==> src/rtl/mem_arbiter.sv <==
// Two-port memory arbiter: an instruction-fetch port and a data (load/store)
// port share one synchronous single-port memory. Grants are combinational,
// contention is resolved round-robin, read data returns one cycle after the
// grant, and each port keeps a saturating grant counter.
module mem_arbiter #(
   parameter int AW = 8,
   parameter int CW = 16
) (
   input  logic          clk,
   input  logic          reset,
   // instruction-fetch port
   input  logic          i_req,
   input  logic [AW-1:0] i_addr,
   output logic          i_gnt,
   output logic          i_rvalid,
   output logic [31:0]   i_rdata,
   // data port
   input  logic          d_req,
   input  logic          d_we,
   input  logic [3:0]    d_wmask,
   input  logic [AW-1:0] d_addr,
   input  logic [31:0]   d_wdata,
   output logic          d_gnt,
   output logic          d_rvalid,
   output logic [31:0]   d_rdata,
   // memory side
   output logic          mem_en,
   output logic [3:0]    mem_we,
   output logic [AW-1:0] mem_addr,
   output logic [31:0]   mem_wdata,
   input  logic [31:0]   mem_rdata,
   // grant counters
   output logic [CW-1:0] i_cnt,
   output logic [CW-1:0] d_cnt
);

   localparam logic          OWNER_I = 1'b0;
   localparam logic          OWNER_D = 1'b1;
   localparam logic [CW-1:0] CNT_MAX = {CW{1'b1}};
   localparam logic [CW-1:0] CNT_ONE = CW'(1'b1);

   logic last_owner_r;   // port granted most recently
   logic rd_pend_r;      // a read was granted in the previous cycle
   logic rd_owner_r;     // which port that read belongs to

   // Saturating increment: the counter sticks at its maximum instead of wrapping.
   function automatic logic [CW-1:0] sat_inc(input logic [CW-1:0] value);
      if (value == CNT_MAX) begin
         return value;
      end else begin
         return value + CNT_ONE;
      end
   endfunction

   // Grant selection: a lone requester wins outright; on contention the port
   // that did not win last time is granted. Reset forces both grants low.
   always_comb begin
      i_gnt = 1'b0;
      d_gnt = 1'b0;
      if (!reset) begin
         i_gnt = 1'b0;
         d_gnt = 1'b0;
      end else if (i_req && d_req) begin
         if (last_owner_r == OWNER_I) begin
            d_gnt = 1'b1;
         end else begin
            i_gnt = 1'b1;
         end
      end else if (i_req) begin
         i_gnt = 1'b1;
      end else if (d_req) begin
         d_gnt = 1'b1;
      end else begin
         i_gnt = 1'b0;
         d_gnt = 1'b0;
      end
   end

   // Memory port mux: steer the granted port's address/data to the memory;
   // fetches never write, and stores write only the enabled bytes.
   always_comb begin
      mem_en    = i_gnt | d_gnt;
      mem_we    = 4'b0000;
      mem_addr  = {AW{1'b0}};
      mem_wdata = 32'h0000_0000;
      if (d_gnt) begin
         mem_addr  = d_addr;
         mem_wdata = d_wdata;
         mem_we    = d_we ? d_wmask : 4'b0000;
      end else if (i_gnt) begin
         mem_addr  = i_addr;
      end else begin
         mem_addr  = {AW{1'b0}};
      end
   end

   // Round-robin history: remember which port won the latest grant.
   always_ff @(posedge clk or negedge reset) begin
      if (!reset) begin
         last_owner_r <= OWNER_I;
      end else if (i_gnt) begin
         last_owner_r <= OWNER_I;
      end else if (d_gnt) begin
         last_owner_r <= OWNER_D;
      end else begin
         last_owner_r <= last_owner_r;
      end
   end

   // Read pipeline: any fetch or load grant returns data one cycle later;
   // stores (including a zero-mask store) produce no response.
   always_ff @(posedge clk or negedge reset) begin
      if (!reset) begin
         rd_pend_r  <= 1'b0;
         rd_owner_r <= OWNER_I;
      end else begin
         rd_pend_r  <= i_gnt | (d_gnt & ~d_we);
         rd_owner_r <= d_gnt ? OWNER_D : OWNER_I;
      end
   end

   // Grant counters, one per port, saturating at all-ones.
   always_ff @(posedge clk or negedge reset) begin
      if (!reset) begin
         i_cnt <= {CW{1'b0}};
         d_cnt <= {CW{1'b0}};
      end else begin
         i_cnt <= i_gnt ? sat_inc(i_cnt) : i_cnt;
         d_cnt <= d_gnt ? sat_inc(d_cnt) : d_cnt;
      end
   end

   // Response routing: only the owning port sees rvalid, and read data is
   // forced to zero whenever its rvalid is low.
   always_comb begin
      i_rvalid = rd_pend_r & (rd_owner_r == OWNER_I);
      d_rvalid = rd_pend_r & (rd_owner_r == OWNER_D);
      i_rdata  = 32'h0000_0000;
      d_rdata  = 32'h0000_0000;
      if (i_rvalid) begin
         i_rdata = mem_rdata;
      end else if (d_rvalid) begin
         d_rdata = mem_rdata;
      end else begin
         i_rdata = 32'h0000_0000;
         d_rdata = 32'h0000_0000;
      end
   end

endmodule

==> config.mk <==
export PLATFORM = sky130hd
export DESIGN_NAME = mem_arbiter
export DESIGN_NICKNAME = d
export VERILOG_FILES = /design/src/rtl/mem_arbiter.sv
export SDC_FILE = /design/constraint.sdc
export NUM_CORES = 1
export LEC_CHECK = 0
export BUFFER_PORTS_ARGS = -buffer_cell sky130_fd_sc_hd__buf_2
export CAP_MARGIN = 20
export CORE_AREA = 2 2 90 92
export CTS_CLUSTER_DIAMETER = 100
export DETAILED_ROUTE_END_ITERATION = 10
export DIE_AREA = 0 0 92 94
export PLACE_DENSITY_LB_ADDON = 0.15
export SYNTH_ARGS = -nofsm -noshare
export SYNTH_HDL_FRONTEND = slang
export SYNTH_SLANG_ARGS = --single-unit
==> constraint.sdc <==
create_clock -name clk -period 1.9 [get_ports clk]
set_input_delay 0.38 -clock clk [delete_from_list [all_inputs] [get_ports clk]]
set_output_delay 0.38 -clock clk [all_outputs]
set_load 0.005 [all_outputs]
==> flow_summary.json, run 1 <==
{
  "num_io_pins": 234,
  "layout.cell_area.non_filler_sq_mm": 0.00411,
  "synth_flop_cell": "sky130_fd_sc_hd__dfrtp_1",
  "post-synth-top-area-cell": "sky130_fd_sc_hd__dfrtp_1",
  "drtAntennaViolNets": 0,
  "cp_slowest_stage_delay_ps": 420,
  "finalHoldViolCount": 0,
  "crit_path_cell_trace": "nand2_2, nand3_4, inv_6, clkbuf_16, a22o_1, buf_2",
  "worstSkewPairLatency_ps": 280,
  "cts_root_buffer": "sky130_fd_sc_hd__clkbuf_8",
  "vdd_drop_max_v": 0.000601,
  "slew_viol_final": 0,
  "total_cell_area_at_the_placement_stage_sq_mm": 0.00391,
  "critPathArrivalTime_ps": 1460,
  "synth_seq_cells": 35,
  "setup.worst_path.start_class": "register",
  "static-leakage-power_uw": 0.00256,
  "critPathRequiredTime_ps": 1520,
  "detailed_place_hpwl_microns": 8160,
  "finalWorstPathRequiredPeriod_ps": 1840,
  "io_buffers": 233,
  "clock_skew_ps": 6.29,
  "powerDensity_mw_per_mm2": 616,
  "avgRoutedWirePerCell_microns": 15.9,
  "timing.max_slew.rel_slack": 0.747,
  "cap_viol_max_count": 0,
  "rows": 32,
  "number_of_drc_markers_after_the_initial_detailed_route_iteration": 135,
  "drc": 0,
  "maximum_clock_path_buffer_count": 2,
  "clock_sink_count": 35,
  "endpoint_kind": "output port",
  "cpLargestDelayFamily": "flip-flops",
  "core_area_sq_mm": 0.00761,
  "synthesis.instances": 274,
  "numCtsBuffers": 5,
  "first_pass_iters": 4,
  "totalWireLength_microns": 10100,
  "worst_slew_pin_slew_ps": 375,
  "ys_top_cells_by_area": "sky130_fd_sc_hd__dfrtp_1 (35%), sky130_fd_sc_hd__and2_1 (16%), sky130_fd_sc_hd__and3_1 (10%)",
  "netlist_top_cells_count": "sky130_fd_sc_hd__and2_1 (65), sky130_fd_sc_hd__and3_1 (40), sky130_fd_sc_hd__dfrtp_1 (35)",
  "worst_hold_path_type": "in -> async",
  "yosysUniqueCellTypes": 36,
  "grt_max_degree": 40,
  "num-nets-final": 621,
  "antenna_found_initial": 0,
  "post-synth-top-count-cell": "sky130_fd_sc_hd__and2_1",
  "synth.top_cell.area_share": 0.354,
  "diode_insertion_count_for_antenna_repair": 0,
  "grt_remaining_overflow": 0,
  "dieArea_sq_mm": 0.00865,
  "total_power_uw": 2530,
  "final_setup_violation_count": 0,
  "sequential_share_of_the_synthesized_area": 0.354,
  "timing_worst_setup_path_type": "reg -> out",
  "synth-edff-count": 0,
  "tritoncts": "built",
  "dieWidth_microns": 92,
  "result_of_the_run": "finished clean",
  "htreeDepth": 2,
  "achievable_freq_mhz": 544,
  "critical_path.max_fanout": 10,
  "netlist_area_sq_mm": 0.00247,
  "ys_warn_count": 0,
  "crit_buf_inv": 3,
  "drive_gt1_frac": 0.547,
  "first_global_vias": 2793,
  "ff2ff_setup_slack_ps": 130,
  "initial_core_util": 0.325,
  "vias_after_detailed_routing": 3050,
  "path_clk_slew_ps": 70,
  "area_grow_syn2layout_pct": 66.2,
  "gpl.final_weighted_congestion": 0.837,
  "grt_usage": 0.217,
  "critPathSlowestCell": "sky130_fd_sc_hd__dfrtp_1",
  "synthArstFlopShare": 1.00,
  "syn-num-nets": 365,
  "post-route-period-util": 0.968,
  "drt-vias-per-instance": 4.83,
  "die_height_microns": 94,
  "grt_pass1_wl_microns": 14900,
  "synth.avg_cell_area_sq_um": 9.03
}
==> metal layers <==
| layer | vias to the layer above | wire length [microns] | part of all wire | track usage |
|---|---|---|---|---|
| met5 | - | 0 | 0 | 0 |
| met4 | 0 | 65 | 0.0065 | 0.0423 |
| met2 | 155 | 4700 | 0.47 | 0.344 |
| met1 | 1420 | 4370 | 0.43 | 0.297 |
| met3 | 7 | 933 | 0.093 | 0.0610 |
| li1 | 1468 | - | - | - |
==> repair_timing <==
action,CTS,global route
buffers inserted,0,3
gates resized for setup,4,7
hold buffers,1,0
pin swaps,0,2
endpoints found under the setup margin,42,42
endpoints found under the hold margin,1,0
cloned,0,2
==> final timing paths <==
check / from / to / cells past startpoint
hold / removal: reset / d_cnt[14] / 2
setup reg to reg: d_cnt[0] / d_cnt[12] / 5
hold reg to reg: i_cnt[15] / i_cnt[15] / 1
setup / recovery: last_owner_r / mem_addr[4] / 6
min in group clk: d_we / rd_pend_r / 2
max in group asynchronous: reset / last_owner_r / 2
==> metrics by stage <==
stage / setup TNS (ps) / setup slack [ps] / util / hold WS (ps) / instances
after floorplan: 0 / 207 / - / 84.4 / 274
after global placement: 0 / 85.3 / 0.514 / 207 / 619
after detailed placement: 0 / 23.6 / 0.514 / 217 / 619
after CTS: 0 / 9.29 / 0.528 / 126 / 627
after global routing: -17.3 / -8.36 / 0.540 / 171 / 632
final: 0 / 61.5 / 0.540 / 144 / 632
==> area by class of cell <==
cell class	count	area, sq um
Fill cell	746	3500
Multi-Input combinational cell	221	1550
Timing Repair Buffer	264	1450
Sequential cell	35	876
Tap cell	102	128
Clock buffer	6	82.6
Inverter	3	18.8
Clock inverter	1	5.00
==> sequential cells by signal, indices dropped and copies added (netlist names) <==
register      cells
d_cnt            16
i_cnt            16
last_owner_r      1
rd_owner_r        1
rd_pend_r         1
==> cell families after synthesis <==
group,count (synthesis),synth area share
simple gates,176,0.454
flops,35,0.354
xor+xnor,29,0.103
buf+inv,18,0.0278
compound gates,11,0.0364
mux,3,0.0152
fa+ha+maj,2,0.0101
==> layout by cell type, fill, tap and decap left out, drive strengths merged <==
master / n
dfrtp: 35
and3: 40
nor3b: 3
a21boi: 1
nor2b: 2
dlygate4sd3: 1
xor2: 20
mux2: 3
and2: 65
buf: 261
nand4b: 1
clkbuf: 8
ha: 2
or3: 1
or4b: 1
and4: 2
nor3: 8
inv: 3
o21a: 1
nand2: 11
nand4: 12
xnor2: 9
o21ai: 1
nand3: 11
clkinv: 1
nor2: 4
a22o: 8
or2: 2
nor4: 13
==> power breakdown <==
group / switching (uW) / leakage (uW) / total [uW] / internal (uW)
registers: 193 / 0.000451 / 1090 / 893
logic: 421 / 0.00207 / 902 / 482
clock network: 258 / 0.0000470 / 543 / 284
total: 871 / 0.00256 / 2530 / 1660
(Power assumes the default switching activity.)
==> run 2, diff against run 1 <==
CORE_AREA = unset   (was 2 2 90 92)
CORE_MARGIN = 5   (was unset)
CORE_UTILIZATION = 37   (was unset)
DIE_AREA = unset   (was 0 0 92 94)
RECOVER_POWER = 100   (was unset)
==> run 2 against run 1 <==
Power is 5.1% lower. Core utilization is 6.2 points higher. Fmax is 1.2% higher. Setup slack better by 21 ps. Die area is 2.6% lower. Clock power is 6.3% lower. Clock-buffer cell count is 1 higher. Worst hold slack better by 54 ps. Clock skew hardly changed. Flip-flop and latch count stayed put. Sequential share of layout area is 1.3 points higher. Sequential power hardly changed. Largest power group unchanged. Highest routed layer unchanged.
==> flow_summary.json, run 2 (synthesized netlist as in run 1, its figures left out) <==
{
  "result_of_the_run": "finished clean",
  "gpl.final_weighted_congestion": 0.901,
  "clock_power_share": 0.212,
  "antenna_found_initial": 1,
  "vias_after_detailed_routing": 2970,
  "r2r_cells": 6,
  "die_height_microns": 91.8,
  "post-route-period-util": 0.957,
  "endpoint_kind": "output port",
  "worst_hold_path_type": "in -> async",
  "total_negative_setup_slack_ps": 0,
  "rows": 29,
  "worst_slew_pin_slew_ps": 496,
  "pwr-share-seq": 0.461,
  "powerDensity_mw_per_mm2": 620,
  "grt_max_degree": 34,
  "critPathRequiredTime_ps": 1520,
  "drt-vias-per-instance": 4.95,
  "first_global_vias": 2868,
  "final_setup_violation_count": 0,
  "layout.cell_area.non_filler_sq_mm": 0.00387,
  "critical_path.max_fanout": 12,
  "dieArea_sq_mm": 0.00842,
  "drc": 0,
  "num_io_pins": 234,
  "totalWireLength_microns": 10300,
  "grt_remaining_overflow": 0,
  "combPwrFrac": 0.327,
  "core_area_sq_mm": 0.00642,
  "avgRoutedWirePerCell_microns": 17.2,
  "commonest_non_fill_non_tap_cells_in_the_layout": "sky130_fd_sc_hd__buf_2 (152), sky130_fd_sc_hd__clkbuf_1 (85), sky130_fd_sc_hd__and2_1 (54), sky130_fd_sc_hd__and3_1 (40), sky130_fd_sc_hd__dfrtp_1 (35)",
  "p_switching_uw": 852,
  "htreeDepth": 2,
  "placedCellCount": 587,
  "internal-power_uw": 1550,
  "finalHoldWorstSlack_ps": 198,
  "setup.worst_path.start_class": "register",
  "finalHoldViolCount": 0,
  "ctsHoldBuffers": 0,
  "layout.filler_cells": 645,
  "drive_gt1_frac": 0.375,
  "cts_root_buffer": "sky130_fd_sc_hd__clkbuf_8",
  "num-nets-final": 612,
  "io_buffers": 233,
  "total_cell_area_at_the_placement_stage_sq_mm": 0.00383,
  "final_cells": 600,
  "achievable_freq_mhz": 550,
  "path_clk_slew_ps": 70,
  "layout.cells.most_common": "sky130_fd_sc_hd__buf_2",
  "r2r_start": "i_cnt[0]",
  "finalWorstPathRequiredPeriod_ps": 1820,
  "ff2ff_setup_slack_ps": 160,
  "worstSkewPairLatency_ps": 290,
  "clock_skew_ps": 5.84,
  "critPathArrivalTime_ps": 1440,
  "timing_worst_setup_path_type": "reg -> out",
  "dieWidth_microns": 91.8,
  "number_of_drc_markers_after_the_initial_detailed_route_iteration": 77,
  "timing.max_slew.rel_slack": 0.669,
  "cap_viol_max_count": 0,
  "numCtsBuffers": 5,
  "clock_sink_count": 35,
  "vdd_drop_max_v": 0.000561,
  "grt_pass1_wl_microns": 15700,
  "grt_setup_unrepaired": "false",
  "tritoncts": "built",
  "static-leakage-power_uw": 0.00214,
  "grt_usage": 0.231,
  "detailed_place_hpwl_microns": 8230,
  "drtAntennaViolNets": 0,
  "maximum_clock_path_buffer_count": 2,
  "area_grow_syn2layout_pct": 56.5,
  "regToRegEndpoint": "i_cnt[2]",
  "slew_viol_final": 0,
  "reg_top3": "d_cnt x16, i_cnt x16",
  "initial_core_util": 0.385,
  "power.share.switching": 0.355,
  "first_pass_iters": 4
}
run 2: cell types whose count changed in the layout (fill, tap and decap cells not counted), sizes merged:
cell	before	now
dlygate4sd3	1	0
clkbuf	8	94
buf	261	168
diode	0	1
run 2: cell type report:
| class | instances | area, sq um | area share |
|---|---|---|---|
| Sequential cell | 35 | 876 | 0.226 |
| Timing Repair Buffer | 255 | 1260 | 0.327 |
| Inverter | 3 | 21.3 | 0.00549 |
| Clock inverter | 1 | 5.00 | 0.00129 |
| Clock buffer | 7 | 76.3 | 0.0197 |
| Tap cell | 77 | 96.3 | 0.0249 |
| Multi-Input combinational cell | 221 | 1530 | 0.395 |
| Antenna cell | 1 | 2.50 | 0.000646 |
run 2: worst max-delay path: stages, from the launching register on:
cell and delay (ps):
sky130_fd_sc_hd__dfrtp_1 420, sky130_fd_sc_hd__nand2_2 100, sky130_fd_sc_hd__nand3_4 100, sky130_fd_sc_hd__inv_8 100, sky130_fd_sc_hd__clkbuf_16 150, sky130_fd_sc_hd__and2_1 120
sky130_fd_sc_hd__clkbuf_1 150
run 2: what timing repair did:
item,CTS,global route
buffers inserted,0,2
pin swaps,1,1
setup endpoints to repair,8,41
cloned,1,1
resized for setup,6,6
run 2: routing by layer:
metal  share of wire  vias to the layer above  GRT usage  wire, microns
li1                -                     1457          -              -
met1            0.39                     1379      0.270           4020
met2            0.51                      122      0.416           5310
met3           0.080                       12     0.0614            826
met4           0.016                        0     0.0656            160
met5               0                        -          0              0
run 2: per-stage QoR:
step	util	total power [uW]	setup slack (ps)
2_1_floorplan	-	1440	207
3_3_place_gp	0.596	1890	86.6
3_5_place_dp	0.596	1920	26.8
4_1_cts	0.616	2460	0.679
5_1_grt	0.603	2590	11.1
6_report	0.603	2400	82.4
run 2: power groups by stage:
stage | logic [uW] | clock network, uW | registers [uW]
6_report | 785 | 509 | 1110
5_1_grt | 880 | 569 | 1140
4_1_cts | 832 | 528 | 1100
3_5_place_dp | 809 | 0 | 1110
3_3_place_gp | 792 | 0 | 1100
2_1_floorplan | 344 | 0 | 1090
run 2: how the worst max path moves through the flow:
stage | from | end | slack [ps] | cells after the start
after floorplan | i_cnt[0] | i_cnt[1] | 210 | 5
after global placement | d_req | mem_addr[2] | 90 | 6
after CTS | last_owner_r | mem_wdata[1] | 0.7 | 6
after detailed placement | d_req | mem_addr[2] | 30 | 6
after global routing | last_owner_r | mem_wdata[0] | 10 | 6
final | last_owner_r | mem_wdata[0] | 80 | 6
